`config.mk`:
```
export PLATFORM = sky130hd
export DESIGN_NAME = lcd_strobe_gen_flat
export DESIGN_NICKNAME = d
export VERILOG_FILES = /design/src/rtl/lcd_pkg.sv /design/src/rtl/lcd_strobe_gen_if.sv /design/src/rtl/lcd_phase_timer.sv /design/src/rtl/lcd_strobe_gen.sv /design/src/flat_wrapper.sv
export SDC_FILE = /design/constraint.sdc
export NUM_CORES = 1
export LEC_CHECK = 0
export CORE_AREA = 2 2 55 57
export DETAILED_ROUTE_END_ITERATION = 8
export DIE_AREA = 0 0 57 59
export PLACE_DENSITY = 0.78
export SLEW_MARGIN = 20
export SYNTH_ARGS = -nofsm -noshare
export SYNTH_HDL_FRONTEND = slang
export SYNTH_HIERARCHICAL = 1
export SYNTH_SLANG_ARGS = --single-unit
```
`constraint.sdc`:
```
create_clock -name clk -period 2.33 [get_ports clk]
set_input_delay 0.466 -clock clk [delete_from_list [all_inputs] [get_ports clk]]
set_output_delay 0.466 -clock clk [all_outputs]
set_load 0.01 [all_outputs]
```
`src/rtl/lcd_pkg.sv`:
```
// Shared state type, default phase timing and parameter sanity helper for
// the LCD strobe generator.
package lcd_pkg;

    typedef enum logic [1:0] {
        ST_IDLE,
        ST_SETUP,
        ST_PULSE,
        ST_HOLD
    } lcd_state_e;

    localparam int DEF_DATA_W    = 8;
    localparam int DEF_SETUP_CYC = 1;
    localparam int DEF_PULSE_CYC = 13;
    localparam int DEF_HOLD_CYC  = 1;
    localparam int DEF_CNT_W     = 8;

    // A phase length is usable when it is at least one cycle and representable in the counter.
    function automatic bit cyc_fits(input int cyc, input int cnt_w);
        return (cyc >= 1) && (longint'(cyc) < (longint'(1) << cnt_w));
    endfunction

endpackage

```
`src/rtl/lcd_strobe_gen_if.sv`:
```
// Request/strobe bundle between a write requester (master) and the LCD
// strobe generator (slave).
interface lcd_strobe_gen_if
    import lcd_pkg::*;
#(
    parameter int DATA_W = DEF_DATA_W
);

    logic              start;
    logic              rs_in;
    logic [DATA_W-1:0] data_in;
    logic              lcd_rs;
    logic [DATA_W-1:0] lcd_data;
    logic              enable;
    logic              busy;
    logic              done;

    modport master (
        output start, rs_in, data_in,
        input  lcd_rs, lcd_data, enable, busy, done
    );

    modport slave (
        input  start, rs_in, data_in,
        output lcd_rs, lcd_data, enable, busy, done
    );

endinterface

```
`src/rtl/lcd_phase_timer.sv`:
```
// Loadable down-counter that times one FSM phase; it parks at zero and
// flags both "now zero" and "one cycle left".
module lcd_phase_timer #(
    parameter int CNT_W = 8
) (
    input  logic             clk,
    input  logic             rst,
    input  logic             load,
    input  logic [CNT_W-1:0] load_val,
    output logic             zero,
    output logic             one
);

    localparam logic [CNT_W-1:0] CNT_ONE = CNT_W'(1);

    logic [CNT_W-1:0] cnt_q, cnt_d;

    always_comb begin
        cnt_d = cnt_q;
        if (load) begin
            cnt_d = load_val;
        end else if (cnt_q != '0) begin
            cnt_d = cnt_q - CNT_ONE;
        end
    end

    always_ff @(posedge clk) begin
        if (rst) begin
            cnt_q <= '0;
        end else begin
            cnt_q <= cnt_d;
        end
    end

    assign zero = (cnt_q == '0);
    assign one  = (cnt_q == CNT_ONE);

endmodule

```
`src/rtl/lcd_strobe_gen.sv`:
```
// LCD write strobe generator: SETUP -> PULSE -> HOLD sequencing with registered
// outputs. Define LCD_STROBE_PENDING_EN to queue one write issued while busy.
module lcd_strobe_gen
    import lcd_pkg::*;
#(
    parameter int DATA_W    = DEF_DATA_W,
    parameter int SETUP_CYC = DEF_SETUP_CYC,
    parameter int PULSE_CYC = DEF_PULSE_CYC,
    parameter int HOLD_CYC  = DEF_HOLD_CYC,
    parameter int CNT_W     = DEF_CNT_W
) (
    input  logic clk,
    input  logic rst,
    lcd_strobe_gen_if.slave bus
);

    if (!cyc_fits(SETUP_CYC, CNT_W) || !cyc_fits(PULSE_CYC, CNT_W) ||
        !cyc_fits(HOLD_CYC, CNT_W)) begin : g_bad_timing
        $error("lcd_strobe_gen: phase lengths must be >= 1 and fit in CNT_W bits");
    end

    // The counter runs from N-1 down to 0, so each phase spans exactly N cycles.
    localparam logic [CNT_W-1:0] SETUP_LD = CNT_W'(SETUP_CYC - 1);
    localparam logic [CNT_W-1:0] PULSE_LD = CNT_W'(PULSE_CYC - 1);
    localparam logic [CNT_W-1:0] HOLD_LD  = CNT_W'(HOLD_CYC - 1);
    localparam bit               HOLD_ONE = (HOLD_CYC == 1);

    lcd_state_e        state_q, state_d;
    logic              rs_q, rs_d;
    logic [DATA_W-1:0] data_q, data_d;
    logic              enable_q, enable_d;
    logic              busy_q, busy_d;
    logic              done_q, done_d;

    logic              tmr_load;
    logic [CNT_W-1:0]  tmr_val;
    logic              tmr_zero;
    logic              tmr_one;

    logic              pend_valid;
    logic              pend_rs;
    logic [DATA_W-1:0] pend_data;
    logic              chain_start;

    lcd_phase_timer #(
        .CNT_W (CNT_W)
    ) u_timer (
        .clk      (clk),
        .rst      (rst),
        .load     (tmr_load),
        .load_val (tmr_val),
        .zero     (tmr_zero),
        .one      (tmr_one)
    );

`ifdef LCD_STROBE_PENDING_EN
    logic              pend_valid_q, pend_valid_d;
    logic              pend_rs_q, pend_rs_d;
    logic [DATA_W-1:0] pend_data_q, pend_data_d;
    logic              pend_take;

    // Any exit from the last HOLD cycle consumes the slot, whether it chains from
    // the slot or straight from a start arriving in that same cycle.
    assign pend_take = (state_q == ST_HOLD) && tmr_zero;

    always_comb begin
        pend_valid_d = pend_valid_q;
        pend_rs_d    = pend_rs_q;
        pend_data_d  = pend_data_q;
        if (pend_take) begin
            pend_valid_d = 1'b0;
        end else if (bus.start && busy_q && !pend_valid_q) begin
            pend_valid_d = 1'b1;
            pend_rs_d    = bus.rs_in;
            pend_data_d  = bus.data_in;
        end
    end

    always_ff @(posedge clk) begin
        if (rst) begin
            pend_valid_q <= 1'b0;
            pend_rs_q    <= 1'b0;
            pend_data_q  <= '0;
        end else begin
            pend_valid_q <= pend_valid_d;
            pend_rs_q    <= pend_rs_d;
            pend_data_q  <= pend_data_d;
        end
    end

    assign pend_valid  = pend_valid_q;
    assign pend_rs     = pend_rs_q;
    assign pend_data   = pend_data_q;
    assign chain_start = bus.start;
`else
    assign pend_valid  = 1'b0;
    assign pend_rs     = 1'b0;
    assign pend_data   = '0;
    assign chain_start = 1'b0;
`endif

    always_comb begin
        // NOTE: every always_comb output gets a default first, so no path can infer a latch.
        state_d  = state_q;
        rs_d     = rs_q;
        data_d   = data_q;
        tmr_load = 1'b0;
        tmr_val  = '0;

        unique case (state_q)
            ST_IDLE: begin
                if (bus.start) begin
                    rs_d     = bus.rs_in;
                    data_d   = bus.data_in;
                    state_d  = ST_SETUP;
                    tmr_load = 1'b1;
                    tmr_val  = SETUP_LD;
                end
            end
            ST_SETUP: begin
                if (tmr_zero) begin
                    state_d  = ST_PULSE;
                    tmr_load = 1'b1;
                    tmr_val  = PULSE_LD;
                end
            end
            ST_PULSE: begin
                if (tmr_zero) begin
                    state_d  = ST_HOLD;
                    tmr_load = 1'b1;
                    tmr_val  = HOLD_LD;
                end
            end
            ST_HOLD: begin
                if (tmr_zero) begin
                    state_d = ST_IDLE;
                    if (pend_valid) begin
                        rs_d     = pend_rs;
                        data_d   = pend_data;
                        state_d  = ST_SETUP;
                        tmr_load = 1'b1;
                        tmr_val  = SETUP_LD;
                    end else if (chain_start) begin
                        rs_d     = bus.rs_in;
                        data_d   = bus.data_in;
                        state_d  = ST_SETUP;
                        tmr_load = 1'b1;
                        tmr_val  = SETUP_LD;
                    end
                end
            end
            default: state_d = ST_IDLE;
        endcase

        enable_d = (state_d == ST_PULSE);
        busy_d   = (state_d != ST_IDLE);
        done_d   = (state_d == ST_HOLD) && (tmr_load ? HOLD_ONE : tmr_one);
    end

    always_ff @(posedge clk) begin
        // NOTE: sequential state uses non-blocking assignments so all flops update together.
        if (rst) begin
            state_q  <= ST_IDLE;
            rs_q     <= 1'b0;
            data_q   <= '0;
            enable_q <= 1'b0;
            busy_q   <= 1'b0;
            done_q   <= 1'b0;
        end else begin
            state_q  <= state_d;
            rs_q     <= rs_d;
            data_q   <= data_d;
            enable_q <= enable_d;
            busy_q   <= busy_d;
            done_q   <= done_d;
        end
    end

    assign bus.lcd_rs   = rs_q;
    assign bus.lcd_data = data_q;
    assign bus.enable   = enable_q;
    assign bus.busy     = busy_q;
    assign bus.done     = done_q;

endmodule
```
`src/flat_wrapper.sv`:
```
// flat-port wrapper written by rule: the top's interface ports become plain ports
module lcd_strobe_gen_flat import lcd_pkg::*;
#(
    parameter int DATA_W    = DEF_DATA_W,
    parameter int SETUP_CYC = DEF_SETUP_CYC,
    parameter int PULSE_CYC = DEF_PULSE_CYC,
    parameter int HOLD_CYC  = DEF_HOLD_CYC,
    parameter int CNT_W     = DEF_CNT_W
)
  (clk, rst, bus_start, bus_rs_in, bus_data_in, bus_lcd_rs, bus_lcd_data, bus_enable, bus_busy, bus_done);
  lcd_strobe_gen_if #(.DATA_W(DATA_W)) bus_i ();
  input  logic clk;
  input  logic rst;
  input wire logic [$bits(bus_i.start)-1:0] bus_start;
  input wire logic [$bits(bus_i.rs_in)-1:0] bus_rs_in;
  input wire logic [$bits(bus_i.data_in)-1:0] bus_data_in;
  output wire logic [$bits(bus_i.lcd_rs)-1:0] bus_lcd_rs;
  output wire logic [$bits(bus_i.lcd_data)-1:0] bus_lcd_data;
  output wire logic [$bits(bus_i.enable)-1:0] bus_enable;
  output wire logic [$bits(bus_i.busy)-1:0] bus_busy;
  output wire logic [$bits(bus_i.done)-1:0] bus_done;
  assign bus_i.start = bus_start;
  assign bus_i.rs_in = bus_rs_in;
  assign bus_i.data_in = bus_data_in;
  assign bus_lcd_rs = bus_i.lcd_rs;
  assign bus_lcd_data = bus_i.lcd_data;
  assign bus_enable = bus_i.enable;
  assign bus_busy = bus_i.busy;
  assign bus_done = bus_i.done;
  lcd_strobe_gen #(.DATA_W(DATA_W), .SETUP_CYC(SETUP_CYC), .PULSE_CYC(PULSE_CYC), .HOLD_CYC(HOLD_CYC), .CNT_W(CNT_W)) u_core (.clk(clk), .rst(rst), .bus(bus_i));
endmodule
```
; ---- Word-level counts from Yosys, hierarchy flattened
; Index checks and enable logic that the tools add are counted.
[totals]
out_inout_bits = 12
in_bits = 12
ff_bits = 22
wordCells = 36
[op_classes]
mux = 13
reduce_logical = 9
eq_ne = 6
addsub = 1
[ops]
columns = op, n
row1 = 2-to-1 mux 8 bit, 2
row2 = case mux 8 bit (2 select lines), 1
row3 = == test 2 bit (second input constant), 4
row4 = == test 8 x 1 -> 1 bit (second input constant), 1
row5 = logical NOT 8 bit, 1
row6 = 2-to-1 mux 2 bit, 4
row7 = case mux 2 bit (4 select lines), 1
row8 = nonzero test 8 bit, 1
row9 = subtractor 8 x 1 -> 8 bit (second input constant), 1
row10 = 2-to-1 mux 4 bit, 1
row11 = nonzero test 2 bit, 2
row12 = 2-to-1 mux 1 bit, 3
row13 = case mux 1 bit (3 select lines), 1
row14 = OR reduction 3 bit, 1
row15 = == test 2 x 1 -> 1 bit (second input constant), 1
row16 = logical NOT 2 bit, 1
row17 = AND reduction 2 bit, 1
row18 = OR reduction 2 bit, 1
row19 = logical AND 1 bit, 1

; ---- Longest topological paths before layout
[logic_depth]
ltp_word = 5
ltp_mapped = 10

; ---- Modules after synthesis
; Netlist, hierarchy kept.
[modules_own_cells]
columns = module, n_inst, cells_per_inst, area_each_um2
row1 = lcd_strobe_gen, 1, 73, 680.7
row2 = lcd_phase_timer, 1, 64, 519.2

; ---- Least setup slack after synthesis
; No wires, ideal clock.
[synth_timing]
path_kind = register to register
start = register u_core.u_timer.cnt_q[0]
end = register u_core.u_timer.cnt_q[5]
arrival_time_ps = 2243
required_ps = 2194
setup_time_ps = 136
path_stages_with_launch = 11
synth_period_minus_slack_ps = 2379
path_slack_ps = -49
cell_sequence = dfxtp_1 > inv_1 > ha_1 > or3b_2 > nor2_1 > nor2b_1 > a22o_2 > clkbuf_1 > nor2_1 > o21ai_0 > a22oi_1
[synth_via]
elab_chain_len = 4
word_cells_on_any_way = 8
[synth_lines]
columns = item, line
row1 = start: declaration, lcd_phase_timer.sv:16  ; logic [CNT_W-1:0] cnt_q, cnt_d;
row2 = start signal: assignment, lcd_phase_timer.sv:31  ; cnt_q <= cnt_d;
row3 = logical NOT 8 bit (*), lcd_phase_timer.sv:35  ; assign zero = (cnt_q == '0);
row4 = via u_core.tmr_zero, lcd_strobe_gen.sv:37  ; logic tmr_zero;
row5 = 2-to-1 mux 1 bit (*), "lcd_strobe_gen.sv:121, lcd_strobe_gen.sv:128"
row6 = case mux 1 bit (3 select lines) (*), lcd_strobe_gen.sv:110  ; unique case (state_q)
row7 = via u_core.tmr_load, lcd_strobe_gen.sv:35  ; logic tmr_load;
row8 = 2-to-1 mux 8 bit or nonzero test 2 bit (tied branches), -
; The timed path passes the listed nets; every way through them passes the cells marked *. The select of a mux whose other input is x is not followed.
; A chain may end at the register's enable or synchronous reset.

; ---- Final worst setup path
[layout_timing]
start = register u_core.u_timer.cnt_q[1]
end = register u_core.u_timer.cnt_q[0]
; Same word-level chain as after synthesis.

==> impl_metrics.ini <==
[worst_hold_path]
min_path_type = register to register

[timing]
fmax_mhz = 456
holdWs_ps = 466
period_share_pct = 94.0
period_needed_ps = 2190
finalSetupViolCount = 0
slew_violations = 0
skew_ps = 7.64
rsz0062_at_grt = false
final_hold_viol_count = 0
setup_tns_ps = 0

[clock_tree]
cts_sinks = 22
clkSlewWorstSetupHoldPaths_ps = 120
cts-buffers-inserted = 3
clockBufferDepth = 2
cts_tree = built
htreeDepth = 1
insertion_delay_ps = 300
root_buffer = clkbuf_4
holdBufCountCts = 0

[yosys]
synth-edff-count = 0
ys_seq_elements = 22
synth-simple-area-share_pct = 22.0
synth.distinct_cells = 42
synth_adder_area_share_pct = 8.34
async_flop_share_pct = 0
synthFlopType = dfxtp_1
synth_xor_xnor_area_share_pct = 0.730
yosysSeqAreaShare_pct = 36.7
synth_top_family_by_area = compound AO/OA/AOI/OAI gates
synth.area.mux_share_pct = 1.25
synthCells = 137
synth_area_um2 = 1200
syn_avg_cell_area_um2 = 8.76
synth_compound_area_share_pct = 24.7
yosysWarnings = 6

[finish]
ff_latch_area_um2 = 448
final_common_cell = clkdlybuf4s50_1
multi_input_area_um2 = 732
antennaDiodeCount = 0
finalInstanceArea_um2 = 1600
final_nets = 193
fillers = 249
area_growth_pct = 33.0
final_cell_mix = 23 x clkdlybuf4s50_1, 20 x dfxtp_1, 16 x nand2_1
layout-drive-gt1-share_pct = 16.3

[pwr]
pwr-share-clk_pct = 16.4
vdd_drop_max_uv = 735
power_density_nw_per_um2 = 1090
power_leakage_nw = 0.609
switching_share_pct = 37.6
pwr-share-comb_pct = 50.2
internal_power_mw = 1.08
net-switching-power_mw = 0.653
power_mw = 1.74
p_seq_share_pct = 33.3

[setup_path]
cp-end-kind = register
arrival_ps = 2410
worst_ep_required_time_ps = 2550
worstSetupPathType = register to register
path_max_fanout = 7
critPathLaunchType = register

[route]
drt_wl_total_um = 2780
drt_first_pass_iters = 4
drc = 0
ant_nets = 0
drtIter0Drc = 41
drt-vias-per-instance = 5.52
num_vias = 1121
post_drt_wl_per_cell_um = 13.7

[run]
cap_violations = 0

[die]
die_w_um = 57
start_util_pct = 44.3
ios = 24
die_h_um = 59
core_area_um2 = 2710
die-area_um2 = 3360
rows = 19

[global_route]
overflow = 0
antenna_found_initial = 0
grt_usage_pct = 17.2
grt_start_max_net_pins = 15
grt_pass1_vias = 1038
grt_first_pass_wirelength_um = 4610

[run_status]
status = complete, no violations

[place]
gp_congestion = 0.849
place_hpwl_um = 2000
io_buffers = 23
placed_area_um2 = 1510
Yosys cell counts, types with 2 or more instances:
cell type,count,share of area (%)
or3b_2,2,1.5
nand2_1,16,5.0
nor3_1,2,0.83
o221ai_1,2,1.5
a21oi_1,13,5.4
inv_1,8,2.5
a221oi_1,3,2.2
nor2b_1,4,2.1
or2b_2,2,1.5
buf_2,2,0.83
o21ai_0,4,1.7
or4_1,4,2.5
a22oi_1,3,1.9
clkbuf_1,3,0.94
ha_1,8,8.3
or3_1,3,1.6
nand3_1,9,3.8
nor2_1,4,1.3
dfxtp_1,22,37
cell type report:
cell class              instances  share of cell area, %
repair buffers                 31                   18.2
clock inverters                 1                   1.88
flip-flops and latches         22                   28.1
well taps                      31                   2.43
inverters                       9                   2.12
clock buffers                   3                   1.41
multi-input cells             106                   45.9
per-layer routing:
metal	wire length, µm	vias up	track usage (%)
met4	27	0	8.31
met5	0	-	0
met3	96	2	2.40
li1	-	559	-
met1	1250	525	22.1
met2	1410	35	28.4
critical path, cell delays in order (launching register included):
cell and delay (ps):
dfxtp_4 380, inv_1 60, ha_2 190, or3b_4 260, nor2_2 40, nor2b_2 160
a22o_4 270, or2b_2 290, or4_1 390, o221ai_1 80
logic make-up after synthesis:
group	after synthesis
and+or+nand+nor	49
AOI/OAI and AO/OA	39
DFF	22
buffers and inverters	16
adders and majority gates	8
other	1
xor gates and xnor gates	1
muxes	1
power groups by stage:
stage	registers (mW)	logic (mW)	clock network, mW
after floorplan	0.563	0.569	0
after global placement	0.568	0.778	0
after detailed placement	0.575	0.803	0
after CTS	0.568	0.809	0.296
after global routing	0.592	0.954	0.311
final	0.579	0.873	0.286
repair_timing:
item                       CTS  global route
resized for setup            0             8
setup endpoints to repair    0             9
setup buffers                0             2
flip-flops by register name (all words and copies together) (netlist names):
signal,cells
u_core/bus.lcd_rs,1
u_core/u_timer/cnt_q,8
u_core/state_q,2
u_core/bus.enable,1
u_core/bus.lcd_data,8
u_core/bus.busy,1
u_core/bus.done,1
worst paths after layout:
path,startpoint,cells after the start,slack [ps],end
max,u_core/u_timer/cnt_q[1],9,140,u_core/u_timer/cnt_q[0]
min,u_core/bus.lcd_data[1],2,470,u_core/bus.lcd_data[1]
max reg2reg,u_core/u_timer/cnt_q[1],9,140,u_core/u_timer/cnt_q[0]
min reg2reg,u_core/bus.lcd_data[1],2,470,u_core/bus.lcd_data[1]
metrics by stage:
| stage | setup slack, ps | util [%] | instances |
|---|---|---|---|
| 3_5_place_dp | 49.6 | 55.5 | 197 |
| 6_report | 139 | 58.9 | 203 |
| 5_1_grt | 26.7 | 58.9 | 203 |
| 2_1_floorplan | 43.5 | - | 144 |
| 3_3_place_gp | 178 | 55.5 | 197 |
| 4_1_cts | 20.0 | 57.5 | 201 |
Power figures use the tool's default switching activity.
